===== src/rtl/ppu_pkg.sv =====
// Shared PPU bus types: access sequencer states and bus owner identities.
package ppu_pkg;

    localparam int ADDR_W = 14;
    localparam int DATA_W = 8;

    // Each VRAM access is one ALE cycle followed by one STROBE cycle.
    typedef enum logic [1:0] {
        IDLE   = 2'd0,
        ALE    = 2'd1,
        STROBE = 2'd2
    } busState_e;

    // Which master owns the access currently on the bus.
    typedef enum logic {
        RENDER = 1'b0,
        CPU    = 1'b1
    } busOwner_e;

endpackage


===== src/rtl/ppu_bus_arbiter.sv =====
// PPU VRAM bus arbiter: shares the multiplexed PPU_AD bus between the render
// fetch engine and CPU $2007 accesses. Render normally wins; a pending CPU
// access is forced through after STARVE_LIMIT consecutive render grants.
module ppu_bus_arbiter
    import ppu_pkg::*;
#(
    parameter int STARVE_LIMIT = 4
) (
    input  logic              CLK,
    input  logic              RST,
    // render fetch port
    input  logic              rnd_req,
    input  logic [ADDR_W-1:0] rnd_addr,
    output logic              rnd_grant,
    output logic              rnd_valid,
    output logic [DATA_W-1:0] rnd_data,
    // CPU $2007 port
    input  logic              cpu_req,
    input  logic              cpu_we,
    input  logic [ADDR_W-1:0] cpu_addr,
    input  logic [DATA_W-1:0] cpu_wdata,
    output logic              cpu_busy,
    output logic              cpu_done,
    output logic [DATA_W-1:0] cpu_rdata,
    // external multiplexed bus
    output logic [DATA_W-1:0] ad_out,
    output logic              ad_oe,
    input  logic [DATA_W-1:0] ad_in,
    output logic [5:0]        pa_hi,
    output logic              ale,
    output logic              rd_n,
    output logic              wr_n
);

    localparam int                  STARVE_W   = $clog2(STARVE_LIMIT + 1);
    localparam logic [STARVE_W-1:0] STARVE_MAX = STARVE_W'(STARVE_LIMIT);

    busState_e           state;
    busState_e           nextState;
    busOwner_e           owner;
    logic [ADDR_W-1:0]   busAddr;
    logic [DATA_W-1:0]   busWdata;
    logic                busWe;

    logic                pendValid;
    logic                pendWe;
    logic [ADDR_W-1:0]   pendAddr;
    logic [DATA_W-1:0]   pendWdata;
    logic                cpuBusy;
    logic [STARVE_W-1:0] starveCnt;

    logic                rndGrantQ;
    logic                rndValidQ;
    logic                cpuDoneQ;
    logic [DATA_W-1:0]   rndDataQ;
    logic [DATA_W-1:0]   cpuRdataQ;

    logic                cpuAccept;
    logic                decidePoint;
    logic                grantRender;
    logic                grantCpu;
    logic                startAccess;
    logic                accessEnd;

    // A new CPU access is only taken when nothing is pending or in flight.
    assign cpuAccept   = cpu_req && !cpuBusy;
    // Ownership is decided on the edge leaving IDLE or STROBE.
    assign decidePoint = (state == IDLE) || (state == STROBE);
    assign grantRender = decidePoint && rnd_req && !(pendValid && (starveCnt == STARVE_MAX));
    assign grantCpu    = decidePoint && !grantRender && pendValid;
    assign startAccess = grantRender || grantCpu;
    assign accessEnd   = (state == STROBE);

    // State register.
    always_ff @(posedge CLK or negedge RST) begin
        // NOTE: sequential state uses non-blocking assignment so every register samples pre-edge values.
        if (!RST) begin
            state <= IDLE;
        end else begin
            state <= nextState;
        end
    end

    // Next-state logic and bus pin decode from the current state.
    always_comb begin
        // NOTE: every output gets a default first so no path can infer a latch.
        nextState = state;
        ale       = 1'b0;
        ad_oe     = 1'b0;
        ad_out    = '0;
        pa_hi     = '0;
        rd_n      = 1'b1;
        wr_n      = 1'b1;
        case (state)
            IDLE: begin
                if (startAccess) begin
                    nextState = ALE;
                end
            end
            ALE: begin
                ale       = 1'b1;
                ad_oe     = 1'b1;
                ad_out    = busAddr[7:0];
                pa_hi     = busAddr[13:8];
                nextState = STROBE;
            end
            STROBE: begin
                pa_hi = busAddr[13:8];
                if (busWe) begin
                    ad_oe  = 1'b1;
                    ad_out = busWdata;
                    wr_n   = 1'b0;
                end else begin
                    rd_n = 1'b0;
                end
                nextState = startAccess ? ALE : IDLE;
            end
            default: nextState = IDLE;
        endcase
    end

    // One-entry CPU pending buffer: filled on acceptance, emptied on grant.
    always_ff @(posedge CLK or negedge RST) begin
        if (!RST) begin
            pendValid <= 1'b0;
            pendWe    <= 1'b0;
            pendAddr  <= '0;
            pendWdata <= '0;
        end else if (cpuAccept) begin
            pendValid <= 1'b1;
            pendWe    <= cpu_we;
            pendAddr  <= cpu_addr;
            pendWdata <= cpu_wdata;
        end else if (grantCpu) begin
            pendValid <= 1'b0;
        end
    end

    // CPU busy spans acceptance until the cycle after its STROBE.
    always_ff @(posedge CLK or negedge RST) begin
        if (!RST) begin
            cpuBusy <= 1'b0;
        end else if (cpuAccept) begin
            cpuBusy <= 1'b1;
        end else if (accessEnd && (owner == CPU)) begin
            cpuBusy <= 1'b0;
        end
    end

    // Capture owner, address and write data of the access entering ALE.
    always_ff @(posedge CLK or negedge RST) begin
        if (!RST) begin
            owner    <= RENDER;
            busAddr  <= '0;
            busWe    <= 1'b0;
            busWdata <= '0;
        end else if (startAccess) begin
            owner    <= grantCpu ? CPU : RENDER;
            busAddr  <= grantCpu ? pendAddr : rnd_addr;
            busWe    <= grantCpu && pendWe;
            busWdata <= grantCpu ? pendWdata : '0;
        end
    end

    // Count render grants taken while the CPU waits; saturate at the limit.
    always_ff @(posedge CLK or negedge RST) begin
        if (!RST) begin
            starveCnt <= '0;
        end else if (grantCpu || !pendValid) begin
            starveCnt <= '0;
        end else if (grantRender && (starveCnt != STARVE_MAX)) begin
            starveCnt <= starveCnt + 1'b1;
        end
    end

    // Handshake pulses and read data capture at the end of each STROBE.
    always_ff @(posedge CLK or negedge RST) begin
        if (!RST) begin
            rndGrantQ <= 1'b0;
            rndValidQ <= 1'b0;
            cpuDoneQ  <= 1'b0;
            rndDataQ  <= '0;
            cpuRdataQ <= '0;
        end else begin
            rndGrantQ <= grantRender;
            rndValidQ <= accessEnd && (owner == RENDER);
            cpuDoneQ  <= accessEnd && (owner == CPU);
            if (accessEnd && !busWe) begin
                if (owner == RENDER) begin
                    rndDataQ <= ad_in;
                end else begin
                    cpuRdataQ <= ad_in;
                end
            end
        end
    end

    assign rnd_grant = rndGrantQ;
    assign rnd_valid = rndValidQ;
    assign rnd_data  = rndDataQ;
    assign cpu_busy  = cpuBusy;
    assign cpu_done  = cpuDoneQ;
    assign cpu_rdata = cpuRdataQ;

endmodule


===== config.mk =====
export PLATFORM = sky130hd
export DESIGN_NAME = ppu_bus_arbiter
export DESIGN_NICKNAME = d
export VERILOG_FILES = /design/src/rtl/ppu_pkg.sv /design/src/rtl/ppu_bus_arbiter.sv
export SDC_FILE = /design/constraint.sdc
export NUM_CORES = 1
export LEC_CHECK = 0
export CAP_MARGIN = 20
export CORE_ASPECT_RATIO = 0.75
export CORE_UTILIZATION = 51
export CTS_CLUSTER_SIZE = 30
export DETAILED_ROUTE_END_ITERATION = 10
export PLACE_DENSITY = 0.84
export SLEW_MARGIN = 20
export SYNTH_ARGS = -nofsm -noshare
export SYNTH_HDL_FRONTEND = slang
export SYNTH_SLANG_ARGS = --single-unit

===== constraint.sdc =====
create_clock -name CLK -period 3 [get_ports CLK]
set_input_delay 0.9 -clock CLK [delete_from_list [all_inputs] [get_ports CLK]]
set_output_delay 0.9 -clock CLK [all_outputs]
set_load 0.02 [all_outputs]

==> impl_metrics.env <==
export IMPL_status="finished, violations left"
export IMPL_grt_ovfl_total=0
export IMPL_layout_common_cells="clkdlybuf4s50_1 (80), dfrtp_1 (73), mux2_2 (40), and2_1 (20), a221o_1 (14)"
export IMPL_cts_made_buffers=9
export IMPL_dp_slack_ps=132
export IMPL_hold_buffers=0
export IMPL_timing_final_crit_share_pct=101
export IMPL_critPathCaptureType="primary output"
export IMPL_worst_setup_path_start_kind="flop"
export IMPL_drtIter0Drc=77
export IMPL_dr_pass1_iters=4
export IMPL_ys_flop_type="dfrtp_1"
export IMPL_die_area_um2=6430
export IMPL_yosysSeqAreaShare_pct=58.6
export IMPL_die_x_um=92.3
export IMPL_drtAntennaViolNets=0
export IMPL_ir_drop_uv=505
export IMPL_power_total_uw=4390
export IMPL_timing_max_slew_rel_slack_pct=40.9
export IMPL_post_cts_buffers=0
export IMPL_nNetsFinal=375
export IMPL_grt_max_degree=74
export IMPL_vias=2183
export IMPL_place_inst=387
export IMPL_grt_pass1_wl_mm=11.1
export IMPL_route_detailed_drc=0
export IMPL_violations="setup timing"
export IMPL_gp_congestion=0.774
export IMPL_post_drt_wl_per_cell_um=16.2
export IMPL_async_flop_share_pct=100
export IMPL_synth_fp_nets=286
export IMPL_ys_ff_latch=73
export IMPL_avgSynthCellArea_um2=13.5
export IMPL_hold_viol=0
export IMPL_coreArea_um2=5860
export IMPL_cts_root_buf="clkbuf_8"
export IMPL_rows=24
export IMPL_maxCapViolCount=0
export IMPL_syn_inst=231
export IMPL_clockBufferDepth=2
export IMPL_hp_class="reg -> reg"
export IMPL_layout_cells_non_filler=403
export IMPL_io_pins=87
export IMPL_viasPerCell=5.42
export IMPL_diodes=0
export IMPL_final_area_um2=4260
export IMPL_final_setup_viol_count=4
export IMPL_power_leakage_uw=0.00181
export IMPL_worst_pin_slew_ps=886
export IMPL_grt_pass1_vias=2260
export IMPL_final_setup_worst_slack_ps=-24.1
export IMPL_antenna_found_initial=0
export IMPL_clock_sinks=73
export IMPL_cp_data_arrival_time_ps=2120
export IMPL_placed_area_um2=4050
export IMPL_path_clk_slew_ps=70
export IMPL_synth_area_um2=3120
export IMPL_worstSetupPathType="reg -> out"
export IMPL_syn_to_final_growth_pct=36.5
export IMPL_chipHeight_um=69.7
export IMPL_io_buffer_count=86
export IMPL_fin_crit_ps=3020
export IMPL_clock_latency_ps=350
export IMPL_groute_usage_overall_pct=22.9
export IMPL_htreeDepth=3
export IMPL_initial_utilization_pct=53.2
export IMPL_final_common_cell="clkdlybuf4s50_1"
export IMPL_fin_skew_ps=8.17
export IMPL_yosys_warnings=0
export IMPL_rsz0062_at_grt="yes"
export IMPL_wl_mm=6.54
export IMPL_synth_edff_count=0
export IMPL_fmax_ghz=0.331
export IMPL_layout_drive_gt1_share_pct=22.2
export IMPL_critPathRequiredTime_ps=2100
export IMPL_power_density_nw_per_um2=1030
export IMPL_crit_fanout=15
export IMPL_r2r_setup_slack_ps=1020
export IMPL_yosysUniqueCellTypes=32
export IMPL_cts_tree="done"
export IMPL_dp_hpwl_mm=4.43
export IMPL_fin_util_pct=72.7
export IMPL_drv_slew=0
## metrics by stage
step	TNS, ps	hold WS [ps]
final	-45.6	491
after global routing	-1120	511
after CTS	-213	491
after detailed placement	0	477
after global placement	0	471
after floorplan	0	462
## cell type report
cell class | count | area [um2]
multi-input cells | 138 | 1210
clock buffers | 10 | 138
well taps | 78 | 97.6
repair buffers | 91 | 890
clock inverters | 6 | 67.6
flip-flops and latches | 73 | 1830
inverters | 7 | 26.3
fillers | 431 | 1600
## sequential cells by signal (all words and copies together), names as in the netlist
signal / cells
busWe: 1
starveCnt: 3
rnd_valid: 1
cpu_rdata: 8
owner: 1
rnd_grant: 1
pendValid: 1
pendAddr: 14
pendWe: 1
cpu_busy: 1
pendWdata: 8
busAddr: 14
state: 2
busWdata: 8
cpu_done: 1
rnd_data: 8
## repair_timing
| action | 4_1_cts | 5_1_grt |
|---|---|---|
| endpoints found under the hold margin | 0 | 0 |
| resized for setup | 9 | 0 |
| setup endpoints to repair | 16 | 10 |
## power breakdown
group | internal, uW | switching [uW]
logic | 1020 | 870
clock network | 407 | 374
registers | 1460 | 263
total | 2880 | 1510
## layer usage
layer	GRT usage [%]	share of wire (%)
met1	30.7	44
met2	35.2	48
met3	7.46	7.1
met4	8.33	1.3
met5	0	0
## logic make-up (layout without fill, tap and decap cells)
| logic type | Yosys count | after routing | share of synthesized area, % |
|---|---|---|---|
| mux | 40 | 40 | 14.4 |
| fa+ha+maj | 6 | 6 | 2.41 |
| compound gates | 42 | 42 | 11.4 |
| flops | 73 | 73 | 58.6 |
| buf+inv | 20 | 114 | 3.13 |
| simple gates | 50 | 50 | 10.0 |
## Yosys cell counts (2+ instances only)
library cell,number,area [um2]
nor2b_1,10,62.6
nand3_1,4,20.0
a22o_1,9,78.8
mux2_2,40,450
clkbuf_1,5,18.8
inv_1,7,26.3
buf_6,2,22.5
nand2b_1,2,12.5
buf_2,6,30.0
a21boi_0,3,22.5
and2_1,21,131
nor2_1,2,7.51
ha_1,6,75.1
a221o_1,14,140
dfrtp_1,73,1830
a22oi_1,8,60.1
nand2_1,4,15.0
## worst max-delay path: stages, from the launching register on
cell and delay (ps):
dfrtp_1 420, inv_1 90, ha_2 470, o21a_1 190, clkdlybuf4s50_1 600
## worst paths after layout
| check | to | cells after the start | start |
|---|---|---|---|
| worst min-delay path | rnd_valid$_DFF_PN0_ | 1 | owner$_DFFE_PN0P_ |
| min in group asynchronous | rnd_data[1]$_DFFE_PN0P_ | 1 | RST |
| worst min register to register | rnd_valid$_DFF_PN0_ | 1 | owner$_DFFE_PN0P_ |
| worst max register to register | busAddr[0]$_DFFE_PN0P_ | 7 | state[0]$_DFFE_PN0P_ |
| worst max-delay path | ad_oe | 4 | state[0]$_DFFE_PN0P_ |
| max in group asynchronous | busWdata[0]$_DFFE_PN0P_ | 1 | RST |
No activity file was read; power rests on OpenSTA's default activity.
